**src/rtl/cpu_sram_arbiter_pkg.sv**
```systemverilog
// Shared encodings and request-bus layout for the IF/MEM SRAM-like port arbiter.
// No logic here: requester IDs, size codes and the 71-bit request bundle.
package cpu_sram_arbiter_pkg;

    localparam logic REQ_INST = 1'b0;
    localparam logic REQ_DATA = 1'b1;

    typedef enum logic [1:0] {
        SIZE_BYTE = 2'd0,
        SIZE_HALF = 2'd1,
        SIZE_WORD = 2'd2
    } size_e;

    localparam int REQ_BUS_W = 1 + 2 + 32 + 4 + 32;

    typedef struct packed {
        logic        wr;
        size_e       size;
        logic [31:0] addr;
        logic [3:0]  wstrb;
        logic [31:0] wdata;
    } req_bus_t;

endpackage

```
**src/rtl/cpu_sram_arbiter_id_fifo.sv**
```systemverilog
// Requester-ID FIFO: remembers which side owns each accepted, unanswered transaction.
// Latency: head visible combinationally; push/pop take effect at the next clk edge.
// Backpressure: push ignored when full, pop ignored when empty; push+pop together keeps count.
module req_id_fifo #(
    parameter int DEPTH = 2,
    parameter int WIDTH = 1
) (
    input  logic                     clk,
    input  logic                     resetn,
    input  logic                     push_vld,
    input  logic [WIDTH-1:0]         push_dat,
    input  logic                     pop_rdy,
    output logic [WIDTH-1:0]         head_dat,
    output logic                     full,
    output logic                     empty,
    output logic [$clog2(DEPTH):0]   count
);

    localparam int AW = $clog2(DEPTH);
    localparam logic [AW:0] FULL_CNT = (AW + 1)'(DEPTH);

    logic [WIDTH-1:0] mem [DEPTH];
    logic [AW-1:0]    wr_ptr;
    logic [AW-1:0]    rd_ptr;
    logic             do_push;
    logic             do_pop;

    assign full     = (count == FULL_CNT);
    assign empty    = (count == '0);
    assign do_push  = push_vld & ~full;
    assign do_pop   = pop_rdy & ~empty;
    assign head_dat = mem[rd_ptr];

    // Storage carries no reset; only pointers and count define validity.
    always_ff @(posedge clk) begin
        if (do_push) begin
            mem[wr_ptr] <= push_dat;
        end
    end

    always_ff @(posedge clk) begin
        if (!resetn) begin
            wr_ptr <= '0;
            rd_ptr <= '0;
            count  <= '0;
        end else begin
            if (do_push) begin
                wr_ptr <= wr_ptr + 1'b1;
            end
            if (do_pop) begin
                rd_ptr <= rd_ptr + 1'b1;
            end
            case ({do_push, do_pop})
                2'b10:   count <= count + 1'b1;
                2'b01:   count <= count - 1'b1;
                default: count <= count;
            endcase
        end
    end

endmodule

```
**src/rtl/cpu_sram_arbiter.sv**
```systemverilog
// Arbitrates IF and MEM requesters onto one SRAM-like port and routes in-order responses back.
// Latency: zero added cycles; grant, addr_ok and data_ok routing are purely combinational.
// Backpressure: grant held until mem_addr_ok; mem_req withheld while DEPTH transactions are outstanding.
module cpu_sram_arbiter
    import cpu_sram_arbiter_pkg::*;
#(
    parameter int DEPTH        = 2,
    parameter int STARVE_LIMIT = 4
) (
    input  logic        clk,
    input  logic        resetn,
    input  logic        inst_req,
    input  logic        inst_wr,
    input  logic [1:0]  inst_size,
    input  logic [31:0] inst_addr,
    input  logic [3:0]  inst_wstrb,
    input  logic [31:0] inst_wdata,
    output logic        inst_addr_ok,
    output logic        inst_data_ok,
    output logic [31:0] inst_rdata,
    input  logic        data_req,
    input  logic        data_wr,
    input  logic [1:0]  data_size,
    input  logic [31:0] data_addr,
    input  logic [3:0]  data_wstrb,
    input  logic [31:0] data_wdata,
    output logic        data_addr_ok,
    output logic        data_data_ok,
    output logic [31:0] data_rdata,
    output logic        mem_req,
    output logic        mem_wr,
    output logic [1:0]  mem_size,
    output logic [31:0] mem_addr,
    output logic [3:0]  mem_wstrb,
    output logic [31:0] mem_wdata,
    input  logic        mem_addr_ok,
    input  logic        mem_data_ok,
    input  logic [31:0] mem_rdata,
    output logic        protocol_err
);

    localparam int SW = $clog2(STARVE_LIMIT + 1);
    localparam logic [SW-1:0] STARVE_MAX = SW'(STARVE_LIMIT);

    logic                   locked;
    logic                   owner;
    logic [SW-1:0]          starve_cnt;
    logic                   gnt_vld;
    logic                   gnt_id;
    logic                   gnt_req;
    logic                   accept;
    logic                   pop;
    logic                   head_id;
    logic                   fifo_full;
    logic                   fifo_empty;
    logic [$clog2(DEPTH):0] fifo_count;
    req_bus_t               inst_bus;
    req_bus_t               data_bus;
    logic [REQ_BUS_W-1:0]   mem_bus;

    always_comb begin
        gnt_vld = 1'b0;
        gnt_id  = REQ_DATA;
        if (locked) begin
            gnt_vld = 1'b1;
            gnt_id  = owner;
        end else if (starve_cnt == STARVE_MAX && inst_req) begin
            gnt_vld = 1'b1;
            gnt_id  = REQ_INST;
        end else if (data_req) begin
            gnt_vld = 1'b1;
            gnt_id  = REQ_DATA;
        end else if (inst_req) begin
            gnt_vld = 1'b1;
            gnt_id  = REQ_INST;
        end
    end

    assign inst_bus = '{wr: inst_wr, size: size_e'(inst_size), addr: inst_addr,
                        wstrb: inst_wstrb, wdata: inst_wdata};
    assign data_bus = '{wr: data_wr, size: size_e'(data_size), addr: data_addr,
                        wstrb: data_wstrb, wdata: data_wdata};
    assign mem_bus  = (gnt_id == REQ_INST) ? inst_bus : data_bus;
    assign {mem_wr, mem_size, mem_addr, mem_wstrb, mem_wdata} = mem_bus;

    // resetn gating keeps the slave port quiet for the whole reset cycle, not just after it.
    assign gnt_req      = gnt_vld & ((gnt_id == REQ_DATA) ? data_req : inst_req);
    assign mem_req      = resetn & gnt_req & ~fifo_full;
    assign accept       = mem_req & mem_addr_ok;
    assign inst_addr_ok = accept & (gnt_id == REQ_INST);
    assign data_addr_ok = accept & (gnt_id == REQ_DATA);

    assign pop          = resetn & mem_data_ok & ~fifo_empty;
    assign inst_data_ok = pop & (head_id == REQ_INST);
    assign data_data_ok = pop & (head_id == REQ_DATA);
    assign inst_rdata   = mem_rdata;
    assign data_rdata   = mem_rdata;

    req_id_fifo #(
        .DEPTH (DEPTH),
        .WIDTH (1)
    ) u_id_fifo (
        .clk      (clk),
        .resetn   (resetn),
        .push_vld (accept),
        .push_dat (gnt_id),
        .pop_rdy  (pop),
        .head_dat (head_id),
        .full     (fifo_full),
        .empty    (fifo_empty),
        .count    (fifo_count)
    );

    always_ff @(posedge clk) begin
        if (!resetn) begin
            locked       <= 1'b0;
            owner        <= REQ_INST;
            starve_cnt   <= '0;
            protocol_err <= 1'b0;
        end else begin
            if (accept) begin
                locked <= 1'b0;
            end else if (mem_req) begin
                locked <= 1'b1;
                owner  <= gnt_id;
            end
            if (mem_data_ok && fifo_count == '0) begin
                protocol_err <= 1'b1;
            end
            if (!inst_req || inst_addr_ok) begin
                starve_cnt <= '0;
            end else if (data_addr_ok && starve_cnt != STARVE_MAX) begin
                starve_cnt <= starve_cnt + 1'b1;
            end
        end
    end

endmodule
```
**config.mk**
```make
export PLATFORM = sky130hd
export DESIGN_NAME = cpu_sram_arbiter
export DESIGN_NICKNAME = d
export VERILOG_FILES = /design/src/rtl/cpu_sram_arbiter_pkg.sv /design/src/rtl/cpu_sram_arbiter_id_fifo.sv /design/src/rtl/cpu_sram_arbiter.sv
export SDC_FILE = /design/constraint.sdc
export NUM_CORES = 1
export LEC_CHECK = 0
export ABC_AREA = 1
export BUFFER_PORTS_ARGS = -buffer_cell sky130_fd_sc_hd__clkbuf_2
export CAP_MARGIN = 25
export CORE_AREA = 2 2 123 125
export DETAILED_ROUTE_END_ITERATION = 16
export DIE_AREA = 0 0 125 127
export PLACE_DENSITY = 0.58
export SETUP_SLACK_MARGIN = 0.4
export SLEW_MARGIN = 10
export SYNTH_ARGS = -nofsm -noshare
export SYNTH_HDL_FRONTEND = slang
export SYNTH_HIERARCHICAL = 1
export SYNTH_SLANG_ARGS = --single-unit
export TNS_END_PERCENT = 20
```
**constraint.sdc**
```tcl
create_clock -name clk -period 4.88 [get_ports clk]
set_clock_uncertainty 0.15 [all_clocks]
set_input_delay 0.732 -clock clk [delete_from_list [all_inputs] [get_ports clk]]
set_output_delay 0.732 -clock clk [all_outputs]
set_load 0.005 [all_outputs]
```
# Yosys cells after proc, flatten, opt, wreduce, memory -nomap -nowiden
# Memories as Yosys holds them, arrays and structs flattened. A register that Yosys moved wholly into a read port is not among the register bits.
# Index checks and enable logic that the tools add are counted.
[op_classes]
n_mux = 15
n_reduce_logical = 10
addsub = 5
bitwise = 18
n_eq_ne = 5
[op_table]
columns = ["operator", "n"]
rows = [
  ["two-way mux 71 bit", 1],
  ["two-way mux 1 bit", 13],
  ["bitwise AND 1 bit", 12],
  ["NOT 1 bit", 6],
  ["== test 2 bit, second input constant", 2],
  ["case mux 2 bit (2 select lines)", 1],
  ["OR reduction 2 bit", 2],
  ["adder 3 x 1 -> 3 bit, second input constant", 1],
  ["== test 3 bit, second input constant", 1],
  ["logical AND 1 bit", 3],
  ["!= test 3 bit, second input constant", 1],
  ["adder 1 bit, second input constant", 2],
  ["adder 2 x 1 -> 2 bit, second input constant", 1],
  ["== test 2 x 1 -> 1 bit, second input constant", 1],
  ["logical NOT 2 bit", 1],
  ["AND reduction 2 bit", 1],
  ["nonzero test 2 bit", 1],
  ["subtractor 2 x 1 -> 2 bit, second input constant", 1],
  ["logical NOT 1 bit", 1],
  ["logical OR 1 bit", 1],
]
[totals]
mem_bits_rw = 2
ff_bits = 10
mem_count = 1
in_bits = 180
word_cells = 61
out_inout_bits = 141
[memory_table]
columns = ["name", "depth", "width", "rd", "rd_ports_with_merged_regs", "wr", "line", "rtl"]
rows = [
  ["u_id_fifo.mem", 2, 1, 1, 1, 1, "cpu_sram_arbiter_id_fifo.sv:22", "logic [WIDTH-1:0] mem [DEPTH];"],
]

# Depth between registers and ports, before layout
[depth]
ltp_word = 12
ltp_mapped = 17
depth_no_buf = 17

# Cells and area by module
# The synthesis kept the hierarchy.
[modules_own_cells]
columns = ["mod", "instances", "cells_each", "seq_area_each_um2", "area_each_um2"]
rows = [
  ["cpu_sram_arbiter", 1, 354, 120.1, 1788.0],
  ["req_id_fifo", 1, 43, 160.2, 335.3],
]

# Worst setup path before layout
# Ideal clock, no wire load.
[synth_timing]
path_kind = "input-to-output"
from = "in inst_req"
to = "out mem_addr[19]"
path_buffers = 2
stages = 7
t_required_ns = 3.998
setup_slack_ns = 2.537
t_arrival_ns = 1.461
cell_sequence = "inv_1 nor2_1 a21oi_4 buf_4 buf_4 nand2_1 nand2_1"
[synth_via]
elab_chain_cells = 5
word_cells_on_any_way = 6
cone_classes = "mux: 5; reduce/logical: 1"
[synth_lines]
columns = ["item", "line", "rtl"]
rows = [
  ["start, declared", "cpu_sram_arbiter.sv:12", "input logic inst_req,"],
  ["two-way mux 1 bit", "cpu_sram_arbiter.sv:73", "end else if (inst_req) begin"],
  ["two-way mux 1 bit", "cpu_sram_arbiter.sv:70", "end else if (data_req) begin"],
  ["two-way mux 1 bit *", "cpu_sram_arbiter.sv:67", "end else if (starve_cnt == STARVE_MAX && inst_req) begin"],
  ["two-way mux 1 bit *", "cpu_sram_arbiter.sv:64", "if (locked) begin"],
  ["net gnt_id", "cpu_sram_arbiter.sv:49", "logic gnt_id;"],
  ["two-way mux 71 bit *", "cpu_sram_arbiter.sv:83", "assign mem_bus = (gnt_id == REQ_INST) ? inst_bus : data_bus;"],
  ["end, declared", "cpu_sram_arbiter.sv:33", "output logic [31:0] mem_addr,"],
]
# The timed path passes the listed nets; every way through them passes the cells marked *.

# Worst setup path after layout
[layout_timing]
from = "reg starve_cnt[0]"
to = "out data_addr_ok"
[layout_via]
elab_chain_cells = 10
word_cells_on_any_way = 12
cone_classes = "eq/ne: 1; mux: 5; bitwise: 5; reduce/logical: 1"
[layout_lines]
columns = ["item", "line", "rtl"]
rows = [
  ["start, declared", "cpu_sram_arbiter.sv:47", "logic [SW-1:0] starve_cnt;"],
  ["start signal, assigned", "cpu_sram_arbiter.sv:133", "starve_cnt <= starve_cnt + 1'b1;"],
  ["== test 3 bit *", "cpu_sram_arbiter.sv:67", ""],
  ["logical AND 1 bit *", "cpu_sram_arbiter.sv:67", ""],
  ["two-way mux 1 bit", "cpu_sram_arbiter.sv:67", ""],
  ["two-way mux 1 bit", "cpu_sram_arbiter.sv:64", ""],
  ["two-way mux 1 bit", "cpu_sram_arbiter.sv:87", "assign gnt_req = gnt_vld & ((gnt_id == REQ_DATA) ? data_req : inst_req);"],
  ["bitwise AND 1 bit", "cpu_sram_arbiter.sv:87", ""],
  ["bitwise AND 1 bit (2 in series)", "cpu_sram_arbiter.sv:88", "assign mem_req = resetn & gnt_req & ~fifo_full;"],
  ["bitwise AND 1 bit", "cpu_sram_arbiter.sv:89", "assign accept = mem_req & mem_addr_ok;"],
  ["bitwise AND 1 bit *", "cpu_sram_arbiter.sv:91", "assign data_addr_ok = accept & (gnt_id == REQ_DATA);"],
  ["end, declared", "cpu_sram_arbiter.sv:27", "output logic data_addr_ok,"],
]
# Mark *: on every way between the ends. The rest lies on a longest branch, timed or not.

==> impl_metrics.json <==
{
  "muxShareOfSynthArea": 0.00530,
  "wl_per_cell_um": 9.75,
  "async_flop_share": 0,
  "drt_wl_total_mm": 7.15,
  "postCtsSetupRepairBufs": 0,
  "hp-class": "reg2reg",
  "port_buffers": 224,
  "cts.sinks": 13,
  "yosysUniqueCellTypes": 22,
  "min_period_ns": 3.21,
  "synthAdderAreaFrac": 0.0177,
  "grt_pass1_wl_mm": 10.6,
  "die_x_um": 125,
  "crit_type": "reg2out",
  "p_leak_uw": 0.00199,
  "detail_route.vias_per_cell": 3.65,
  "crit_required_ns": 4.00,
  "final_max_slew_viol_count": 0,
  "overflow": 0,
  "wl_met1_mm": 2.85,
  "worstPathArrival_ns": 2.33,
  "synth-simple-area-share": 0.485,
  "max_cap_violations": 0,
  "dr_wl_met2_mm": 3.48,
  "synth_xor_area_frac": 0.00412,
  "design_area_um2": 3010,
  "grt_pass1_vias": 2329,
  "numCtsBuffers": 3,
  "cts_tree": "done",
  "ir_drop_mv": 0.107,
  "max-slew-margin-rel": 0.487,
  "antenna_found_initial": 0,
  "synth_compound_area_frac": 0.0371,
  "synth_top_cell_area_share": 0.401,
  "path_clk_slew_ns": 0.04,
  "ctsRootBufferMaster": "clkbuf_16",
  "cts_max_level": 1,
  "layout_common_cells": "nand2_1, clkbuf_2, inv_1",
  "grt_max_degree": 77,
  "synth-seq-area-share": 0.132,
  "cp_max_fo": 76,
  "synth.area.top_cells": "nand2_1, buf_4, dfxtp_1, inv_1, edfxtp_1",
  "ys_ff_latch": 13,
  "placed_cells": 729,
  "synth_top_family_by_area": "simple AND/OR/NAND/NOR gates",
  "fin_ws_ns": 1.67,
  "hpwlAfterDp_mm": 5.99,
  "postPlaceCellArea_um2": 2930,
  "final_cell_count_no_fill": 733,
  "die_h_um": 127,
  "ioPinCount": 321,
  "fp.coreArea_um2": 14400,
  "setup_violations": 0,
  "place_ws_ns": 1.68,
  "area_delta_synth_final_pct": 41.9,
  "gp_congestion": 0.777,
  "crit_path_end_kind": "output port",
  "yosysTopAreaCell": "nand2_1",
  "layout_commonest_cell": "nand2_1",
  "synth_edf_count": 2,
  "cts_hold_buf": 0,
  "grtUsageTotal": 0.0799,
  "rrSetupSlack_ns": 1.99,
  "grt_setup_unrepaired": "no",
  "synth_ff_type": "dfxtp_1",
  "cts.repair.resized": 0,
  "met3_length_um": 699,
  "layout-drive-gt1-share": 0.450,
  "antenna_left": 0,
  "setup_tns_ns": 0,
  "syn_nets": 580,
  "drcViolationCount": 0,
  "final_hold_viol_count": 0,
  "num_vias": 2676,
  "start_util": 0.147,
  "detailedRoute.firstIterationViolations": 62,
  "syn-cell-area_um2": 2120,
  "status": "finished, final reports clean",
  "start_kind": "flop",
  "rows": 44,
  "yosysWarnings": 6,
  "clk_latency_ns": 0.24,
  "n_antenna_cell": 0,
  "avgSynthCellArea_um2": 5.35,
  "clock_path_buffers": 2,
  "layout.nets": 733,
  "top_layer_used": "met4",
  "synth_cells": 397,
  "worst_pin_slew_ns": 0.769,
  "post-route-period-util": 0.658,
  "power.density_nw_per_um2": 200,
  "max_freq_mhz": 311,
  "first_pass_iters": 5,
  "dieArea_um2": 15900
}
area by class of cell:
cell class | instances | area, um^2
Tap cell | 184 | 230
Clock buffer | 4 | 78.8
Inverter | 27 | 101
Fill cell | 1685 | 11400
Multi-Input combinational cell | 278 | 1170
Sequential cell | 13 | 280
Timing Repair Buffer | 227 | 1160
metal layers:
metal	track usage	up-vias
met4	0.0222	0
met3	0.0230	20
met2	0.148	160
met5	0	-
li1	-	1418
met1	0.0896	1078
registers in the layout, summed over array words and instances, names as in the netlist, named ones only:
signal and flops:
u_id_fifo/mem 2, u_id_fifo/rd_ptr 1, protocol_err 1, u_id_fifo/count 2, starve_cnt 3, locked 1
owner 1, u_id_fifo/wr_ptr 1
metrics by stage:
step	hold WS (ns)	total power [uW]	util
final	0.323	603	0.209
after global routing	0.363	655	0.209
after floorplan	0.309	331	-
after global placement	0.313	453	0.202
after CTS	0.327	614	0.209
after detailed placement	0.315	456	0.203
power by group:
group	leakage [uW]	switching (uW)	internal, uW
Combinational	0.00185	180	152
Sequential	0.000108	3.58	115
Clock	0.0000382	42.8	110
cell usage after synthesis (all sizes together) (2+ instances only):
cell,count
edfxtp,2
a21oi,7
nor2,22
o21ai,5
inv,27
dfxtp,11
nand3,3
nand4,2
nand2,232
buf,79
ha,3
critical path: stages (launching register included):
cell      delay [ns]
dfxtp_1         0.35
inv_1           0.06
ha_1            0.21
nand2_2         0.08
nand2_2         0.06
a21oi_4         0.13
buf_4           0.63
nand4_2         0.28
inv_1           0.15
clkbuf_2        0.12
cell families after synthesis:
kind of cell               Yosys count
AOI/OAI and AO/OA                   13
xor gates and xnor gates             1
adders and majority gates            3
buffers and inverters              106
DFF                                 13
muxes                                1
and+or+nand+nor                    260
path summary, 6_finish.rpt:
check                                                        to                  startpoint  cells after the start
worst min-delay path                  protocol_err$_SDFFE_PN0P_   protocol_err$_SDFFE_PN0P_                      2
worst min register to register        protocol_err$_SDFFE_PN0P_   protocol_err$_SDFFE_PN0P_                      2
worst max-delay path                               data_addr_ok  starve_cnt[0]$_SDFFE_PP0P_                      9
worst max register to register  u_id_fifo/count[1]$_SDFFE_PN0P_  starve_cnt[0]$_SDFFE_PP0P_                     18
Power figures use the tool's default switching activity.
